**src/rtl/seq_addsub16.sv**
```systemverilog
`default_nettype none
// +--------------------------------------------------------------------------+
// | Module : seq_addsub16 (with add_sub_4 slice)                             |
// | Multi-cycle signed add/subtract, one 4-bit CLA nibble per clock, with    |
// | optional saturation and V/Z/N/Cout flags behind a valid/ready handshake. |
// | Rev    : 1.0  initial release                                            |
// +--------------------------------------------------------------------------+

module add_sub_4 (
    input  logic [3:0] i_a,
    input  logic [3:0] i_b,
    input  logic       i_cin,
    output logic [3:0] o_s,
    output logic       o_cout
);
    logic [3:0] w_g;
    logic [3:0] w_p;
    logic [4:0] w_c;

    assign w_g = i_a & i_b;
    assign w_p = i_a ^ i_b;

    // Flat lookahead: every carry depends only on g/p and the slice carry-in.
    assign w_c[0] = i_cin;
    assign w_c[1] = w_g[0] | (w_p[0] & i_cin);
    assign w_c[2] = w_g[1] | (w_p[1] & w_g[0]) | (w_p[1] & w_p[0] & i_cin);
    assign w_c[3] = w_g[2] | (w_p[2] & w_g[1]) | (w_p[2] & w_p[1] & w_g[0])
                  | (w_p[2] & w_p[1] & w_p[0] & i_cin);
    assign w_c[4] = w_g[3] | (w_p[3] & w_g[2]) | (w_p[3] & w_p[2] & w_g[1])
                  | (w_p[3] & w_p[2] & w_p[1] & w_g[0])
                  | (w_p[3] & w_p[2] & w_p[1] & w_p[0] & i_cin);

    assign o_s    = w_p ^ w_c[3:0];
    assign o_cout = w_c[4];
endmodule

module seq_addsub16 #(
    parameter int NIBBLES  = 4,
    parameter bit SATURATE = 1'b1
) (
    input  logic                   clk,
    input  logic                   rst,
    input  logic                   in_valid,
    output logic                   in_ready,
    input  logic [4*NIBBLES-1:0]   A,
    input  logic [4*NIBBLES-1:0]   B,
    input  logic                   sub,
    output logic                   out_valid,
    input  logic                   out_ready,
    output logic [4*NIBBLES-1:0]   Sum,
    output logic                   Cout,
    output logic                   V,
    output logic                   Z,
    output logic                   N
);
    localparam int c_w  = 4 * NIBBLES;
    localparam int c_iw = (NIBBLES > 1) ? $clog2(NIBBLES) : 1;
    localparam logic [c_iw-1:0] c_last = c_iw'(NIBBLES - 1);
    localparam logic [c_w-1:0]  c_smax = {1'b0, {(c_w-1){1'b1}}};
    localparam logic [c_w-1:0]  c_smin = {1'b1, {(c_w-1){1'b0}}};

    typedef enum logic [1:0] {
        c_idle = 2'd0,
        c_calc = 2'd1,
        c_done = 2'd2
    } state_t;

    state_t          r_state;
    logic [c_iw-1:0] r_idx;
    logic            r_carry;
    logic [c_w-1:0]  r_a;
    logic [c_w-1:0]  r_b;
    logic [c_w-1:0]  r_raw;
    logic [c_w-1:0]  r_sum;
    logic            r_cout;
    logic            r_v;
    logic            r_z;
    logic            r_n;
    logic            r_out_valid;

    logic [3:0]      w_s;
    logic            w_co;
    logic [c_w-1:0]  w_raw_next;
    logic [c_w-1:0]  w_sum_final;
    logic            w_ovf;

    add_sub_4 u_slice (
        .i_a    (r_a[{r_idx, 2'b00} +: 4]),
        .i_b    (r_b[{r_idx, 2'b00} +: 4]),
        .i_cin  (r_carry),
        .o_s    (w_s),
        .o_cout (w_co)
    );

    // On the last CALC edge the top nibble is still in flight, so the final
    // result is formed from the partial sum with the current nibble merged in.
    always_comb begin
        w_raw_next = r_raw;
        w_raw_next[{r_idx, 2'b00} +: 4] = w_s;
        w_ovf = (r_a[c_w-1] == r_b[c_w-1]) && (w_raw_next[c_w-1] != r_a[c_w-1]);
        w_sum_final = w_raw_next;
        if (SATURATE && w_ovf) begin
            w_sum_final = r_a[c_w-1] ? c_smin : c_smax;
        end
    end

    always_ff @(posedge clk or posedge rst) begin
        if (rst) begin
            r_state     <= c_idle;
            r_idx       <= '0;
            r_carry     <= 1'b0;
            r_a         <= '0;
            r_b         <= '0;
            r_raw       <= '0;
            r_sum       <= '0;
            r_cout      <= 1'b0;
            r_v         <= 1'b0;
            r_z         <= 1'b0;
            r_n         <= 1'b0;
            r_out_valid <= 1'b0;
        end else begin
            case (r_state)
                c_idle: begin
                    if (in_valid) begin
                        r_a     <= A;
                        r_b     <= sub ? ~B : B;
                        r_carry <= sub;
                        r_idx   <= '0;
                        r_state <= c_calc;
                    end
                end
                c_calc: begin
                    r_raw   <= w_raw_next;
                    r_carry <= w_co;
                    if (r_idx == c_last) begin
                        r_sum       <= w_sum_final;
                        r_cout      <= w_co;
                        r_v         <= w_ovf;
                        r_z         <= (w_sum_final == '0);
                        r_n         <= w_sum_final[c_w-1];
                        r_out_valid <= 1'b1;
                        r_state     <= c_done;
                    end else begin
                        r_idx <= r_idx + c_iw'(1);
                    end
                end
                c_done: begin
                    if (out_ready) begin
                        r_out_valid <= 1'b0;
                        r_state     <= c_idle;
                    end
                end
                default: begin
                    r_state <= c_idle;
                end
            endcase
        end
    end

    assign in_ready  = (r_state == c_idle);
    assign out_valid = r_out_valid;
    assign Sum       = r_sum;
    assign Cout      = r_cout;
    assign V         = r_v;
    assign Z         = r_z;
    assign N         = r_n;
endmodule

`default_nettype wire

```
**config.mk**
```make
export PLATFORM = sky130hd
export DESIGN_NAME = seq_addsub16
export DESIGN_NICKNAME = d
export VERILOG_FILES = /design/src/rtl/seq_addsub16.sv
export SDC_FILE = /design/constraint.sdc
export NUM_CORES = 1
export LEC_CHECK = 0
export ABC_AREA = 0
export BUFFER_PORTS_ARGS = -buffer_cell sky130_fd_sc_hd__buf_2
export CORE_ASPECT_RATIO = 1.75
export CORE_UTILIZATION = 56
export DETAILED_ROUTE_END_ITERATION = 16
export PLACE_DENSITY = 0.76
export SLEW_MARGIN = 20
export SYNTH_ARGS = -nofsm -noshare
export SYNTH_HDL_FRONTEND = slang
export SYNTH_SLANG_ARGS = --single-unit
```
**constraint.sdc**
```tcl
create_clock -name clk -period 3.75 [get_ports clk]
set_clock_uncertainty 0.2 [all_clocks]
set_input_delay 0.375 -clock clk [delete_from_list [all_inputs] [get_ports clk]]
set_output_delay 0.375 -clock clk [all_outputs]
set_load 0.01 [all_outputs]
```
* Yosys cells after proc, flatten, opt, wreduce, memory -nomap -nowiden
Index checks and enable logic that the tools add are counted.
** Storage, ports and cells
- Flip-flop bits (word level) :: 74
- Input port bits :: 37
- Logic and storage cells :: 84
** Cells by class
- $add $sub $neg :: 2
- Eq/ne operators :: 9
- Shifts and indexed selects :: 4
- Mux-type cells :: 16
- Bitwise operators :: 30
- Reduce and logical (&&, ||, !) cells :: 11
** Operators by type and width (number)
- 2-to-1 mux 16 bit :: 3
- variable part select 16 x 5 -> 4 bit :: 2
- bitwise AND 1 bit :: 16
- bitwise mux 16 bit :: 1
- zero test 16 bit :: 1
- inverter 16 bit :: 1
- variable shift 4 x 6 -> 16 bit (first input constant) :: 1
- variable part select 4 x 6 -> 16 bit :: 1
- 2-to-1 mux 2 bit :: 5
- OR 1 bit :: 10
- AND reduction 3 bit :: 3
- inequality test 2 bit (second input constant) :: 4
- XOR 4 bit :: 2
- negation 4 -> 6 bit :: 1
- one-hot mux 2 bit (3 select lines) :: 1
- AND reduction 2 bit :: 3
- bitwise AND 4 bit :: 1
- equality test 2 bit (second input constant) :: 2
- one-hot mux 1 bit (2 select lines) :: 2
- one-hot mux 2 bit (2 select lines) :: 1
- nonzero test 2 bit :: 2
- 2-to-1 mux 1 bit :: 3
- adder 2 x 1 -> 2 bit (second input constant) :: 1
- equality test 2 x 1 -> 1 bit (second input constant) :: 1
- 4 further kinds :: 4

* Longest topological paths before layout
- Word-level depth :: 13
- Mapped depth :: 10
- Mapped depth without buffers :: 9

* By module
From an unflattened synthesis, not the netlist that was laid out.
** Second synthesis, totals
- Cells, all modules :: 388
- Area, all modules :: 3910.0 µm²
** By module, submodules not included
- seq_addsub16 :: instances 1, cells each 371, area an instance 3762.4 µm²
- add_sub_4 :: instances 1, cells each 17, area an instance 147.6 µm²

* Worst setup path after synthesis
No wires, ideal clock.
- Path kind :: register to register
- Start point :: reg r_idx[0]
- End point :: reg r_sum[4], in the netlist Sum[4]
- Arrival :: 2898 ps
- Setup slack :: 531 ps
- Cell stages (with the launch flop) :: 11
- Path buffers :: 2
- Cell sequence :: dfrtp_1 -> buf_2 -> mux4_2 -> ha_1 -> a21oi_1 -> o21a_1 -> o211ai_2 -> mux2i_2 -> buf_6 -> nor2_1 -> o22a_1
** Between the ends
- Longest elaborated chain between the ends :: 12
- Elaborated cells on any way between the ends :: 29
** RTL lines
- start: declaration :: line 69 : logic [c_iw-1:0] r_idx;
- start signal: assignment :: line 144 : r_idx <= r_idx + c_iw'(1);
- variable part select 16 x 5 -> 4 bit (on tied branches) :: line 88, 89
- XOR 4 bit or bitwise AND 4 bit (tied branches) :: line 21, 20
- bitwise AND 1 bit (on tied branches) :: line 27, 28
- OR 1 bit (tied with other cells) :: line 27 : assign w_c[3] = w_g[2] | (w_p[2] & w_g[1]) | (w_p[2] & w_p[1] & w_g[0])
- OR 1 bit or bitwise AND 1 bit (tied branches) :: line 27, 28
- OR 1 bit :: line 28 : | (w_p[2] & w_p[1] & w_p[0] & i_cin);
- XOR 4 bit :: line 33 : assign o_s = w_p ^ w_c[3:0];
- variable part select 4 x 6 -> 16 bit :: line 99 : w_raw_next[{r_idx, 2'b00} +: 4] = w_s;
- bitwise mux 16 bit :: line 99
- inequality test 1 bit :: line 100 : w_ovf = (r_a[c_w-1] == r_b[c_w-1]) && (w_raw_next[c_w-1] != r_a[c_w-1]);
- logical AND 1 bit :: line 100
- 2-to-1 mux 16 bit :: line 102 : if (SATURATE && w_ovf) begin
- end signal: assignment :: line 136 : r_sum <= w_sum_final;
- end: declaration :: line 74 : logic [c_w-1:0] r_sum;
Parallel ways exist; a longest one is shown, timed or not.
A chain may end at the register's enable or synchronous reset.

* Worst setup path after layout
- Start point :: reg r_idx[0]
- End point :: reg r_sum[2], in the netlist Sum[2]
Same word-level chain as after synthesis.

==> results by stage <==
Placed design:
- Routability-driven placement finished with a final weighted congestion of 0.901.
- Buffers placed on the I/O ports in this run total 58.
- The HPWL after detailed placement is ~5.7 mm.

Synthesis:
- The share of async-settable or async-resettable flops after synthesis is 100%.
- dfrtp_1 takes more of the synthesized area than any other cell.
- The share of the synthesized area in compound gates (AO/OA/AOI/OAI) is between 10% and 20%.
- Yosys mapped a number of flops with a built-in enable equal to 0.
- The main flop type after synthesis is dfrtp_1.
- The simple-gate portion of the synthesized area is 11.9%.
- The proportion of netlist area held by the largest area contributor is 49.4%.
- The synthesized net count is a little under 400.
- For this run, the number of Yosys warnings is 0.
- In the post-synthesis netlist, the biggest area contributors are dfrtp_1 (49%), mux2_2 (5.2%), mux4_2 (4.9%), xnor2_1 (4.3%), a21oi_1 (4.2%).
- After synthesis, the mean cell area works out to between 10 and 15 um2.
- The synthesized flop and latch total is 73.
- In the synthesized netlist, the number of instances is 340.
- The portion of synthesized area spent on multiplexers is ~11%.
- The combinational family with the most area after synthesis is compound AO/OA/AOI/OAI gates.
- The register area share after synthesis is 49.4%.
- In this run the cell area of the synthesized design comes to 3700 um2.
- Of the total synthesized cell area, the portion taken by full adders, half adders and majority gates is slightly below 4%.
- Of the total synthesized cell area, the portion taken by XOR and XNOR cells is 4.70%.
- Synthesis instantiated 45 different standard cells from the library.

Worst setup path:
- At the worst endpoint, the arrival time is around 3.4 ns.
- On the critical path, the stage with the largest delay is an instance of dfrtp_1.
- The worst endpoint required time is 3.84 ns.
- On the worst path, the slowest cell contributes a delay of 0.64 ns.
- The register-to-register setup slack is 0.45 ns.
- Of all nets on the critical path, the largest fanout is 15.
- The category of the most critical setup path is reg -> reg.
- The sort of element at the start of the critical path is a flip-flop.
- The worst setup path is captured at a flip-flop.
- Traced cell by cell, the critical path runs through mux4_2 -> ha_1 -> a21oi_1 -> o21a_1 -> xnor2_2 -> a21boi_2 -> o21ai_4 -> o22a_1.

Flow run:
- The number of max-cap violations is 0.

Clocking:
- The clock tree synthesis step divided the H-tree into 3 levels.
- After clock tree synthesis, the clock-pin slew on the worst setup and hold paths is approximately 0.07 ns.
- The buffer count from post-CTS setup fixing is 0.
- The clock passes through at most 2 buffers.
- The cell at the root of the clock tree is clkbuf_8.
- The clock reaches the later pin of the worst-skew pair after 0.35 ns.
- The post-cts gate resize count is 0.
- The clock tree from TritonCTS is built.
- The number of buffers inserted by hold repair at cts is 0.
- The number of clock buffers added by TritonCTS is 9.
- The count of clock tree sinks is 73.

Pwr:
- IR analysis of the VDD net gives a maximum drop of between 0.5 and 0.6 mV.
- The total power per unit cell area is 1030 nW/um2.
- The static leakage power is 0.00189 uW.

Global route:
- The number of antenna violations at the first check in global routing was 0.
- The total global routing overflow is 0.
- Entering global routing, the biggest net connects 74 pins.
- The total global routing track utilization is 24.7%.
- The number of global-route vias before repair is 2,638.
- The first global-routing pass estimated 12.6 mm of wire.

Detailed routing:
- The number of iterations in the first detailed-routing pass is 5.
- The routed wire length is 7.56 mm.
- In this run the remaining antenna-violating nets after routing total 0.
- The detailed router placed 2,733 vias in this run.
- The count of unresolved DRC violations after routing is 0.
- The number of vias per cell after detailed routing is 5.71.
- The average routed wire per standard cell is roughly 16 um.
- The first routing iteration left 175 violations.

STA:
- Setup repair after global routing left no endpoint under its margin.
- The normalized max-slew margin is 39.8%.
- The minimum clock period after layout is 3.30 ns.
- The number of max-slew violations in the final report is 0.
- Adding up every negative setup slack in the final design gives 0 ns.
- Setup violations remaining at the end of the flow were counted as 0.
- The slew of the pin with the lowest slew margin is 0.904 ns.
- The total count of hold-check failures in the final report is 0.
- The worst path uses 88.0% of the clock period.
- The highest achievable clock rate is 303 MHz.
- Hold is met by 0.0571 ns.

Floorplan:
- From bottom edge to top edge, the die measures 110 um.
- The number of rows in the core area is 38.
- The top-level I/O count is 59.
- Once the floorplan was initialized, standard cells occupied 59.0% of the core.
- The total area inside the core boundary comes to 6280 um2.
- The die outline area is 6950 um2.
- The floorplan step set the die width to 63.4 um.

Final layout:
- The count of nets after finishing is about 440.
- In the final layout, the share of cells above drive strength 1 is approximately 28%.
- Counting the fill cells in the layout gives 516.
- The number of antenna diodes is 0.
- The layout overhead on the synthesized area is 13.7%.

Status:
- The flow ran to the end, and the final reports show no timing, DRC or antenna violations.

Min path:
- The class of the worst hold path is in -> reg.
## stage by stage
stage	util (%)	worst slack [ns]	power (uW)	cell area [um2]	instances
floorplan	-	0.531	3160	3700	340
global placement	64.4	0.561	3740	4040	465
detailed placement	64.4	0.461	3820	4040	465
CTS	67.0	0.419	4370	4210	479
global route	67.0	0.238	4680	4210	479
finish	67.0	0.450	4350	4210	479
## placed cells by master (no fill, tap or decap), types with 3 or more instances in the layout
cell	synthesis	final
a21oi_1	31	31
a32o_1	3	3
buf_2	6	58
buf_4	2	6
clkbuf_1	10	3
clkbuf_8	0	11
dfrtp_1	73	73
ha_1	10	10
inv_1	11	10
mux2_2	17	17
mux4_2	8	8
nand2_1	33	33
nand2b_1	4	4
nor2_1	34	34
nor2b_1	10	10
o21ai_0	12	12
o21ai_1	8	8
o22a_1	15	15
o31ai_1	3	3
xnor2_1	18	18
## path summary, 6_finish.rpt
kind,from,endpoint,depth (start not counted)
min in group asynchronous,rst,r_a[15],3
hold reg to reg,V,V,2
max in group asynchronous,rst,r_a[10],3
setup / recovery,r_idx[0],Sum[2],8
setup reg to reg,r_idx[0],Sum[2],8
hold / removal,A[15],r_a[15],2
## metal layers
layer  part of all wire, %  track usage (%)  routed length [um]
met3                   4.0             6.02                 302
met2                    56             44.2                4240
met5                     0                0                   0
met1                    36             26.3                2720
met4                   3.9             13.5                 295
## cell usage after synthesis, types with 2 or more instances
cell type  number
nand2_1        33
xnor2_1        18
o21ai_0        12
nor3_1          2
dfrtp_1        73
mux2i_1         2
and2_1          2
clkbuf_1       10
nor2_1         34
o21ai_1         8
ha_1           10
buf_2           6
o22a_1         15
mux4_2          8
a32o_1          3
a21oi_1        31
o31ai_1         3
nor2b_1        10
a22oi_1         2
nand2b_1        4
mux2_2         17
buf_4           2
inv_1          11
nor4b_1         2
nand4_1         2
## logic make-up after synthesis
kind of cell / count (synthesis)
AND/OR/NAND/NOR: 94
adder cells (fa/ha/maj): 11
multiplexers: 28
AO/OA/AOI/OAI: 85
buffers and inverters: 30
XOR/XNOR: 19
flip-flops: 73
## where the power goes
group | total [uW] | internal [uW] | switching, uW
Sequential | 1400 | 1140 | 255
Clock | 531 | 270 | 261
Combinational | 2420 | 1060 | 1360
## final cells by class
type                            instances  area (um2)  area share (%)
Clock buffer                           14         163            3.87
Inverter                               11        41.3           0.982
Multi-Input combinational cell        237        1740            41.4
Sequential cell                        73        1830            43.4
Tap cell                               80         100            2.38
Timing Repair Buffer                   64         335            7.97
## critical path: cells and delay by family, from the launching register on
family	cells	cell delay, ns
DFF	1	0.64
AOI/OAI and AO/OA	5	1.27
xor gates and xnor gates	1	0.18
muxes	1	0.57
adders and majority gates	1	0.37
## state kept, by name, summed over array words and instances, names as in the netlist
name       cells
r_carry        1
out_valid      1
r_state        2
r_idx          2
V              1
Sum           16
Z              1
Cout           1
r_a           16
r_b           16
r_raw         16
No activity file was read; power rests on OpenSTA's default activity.
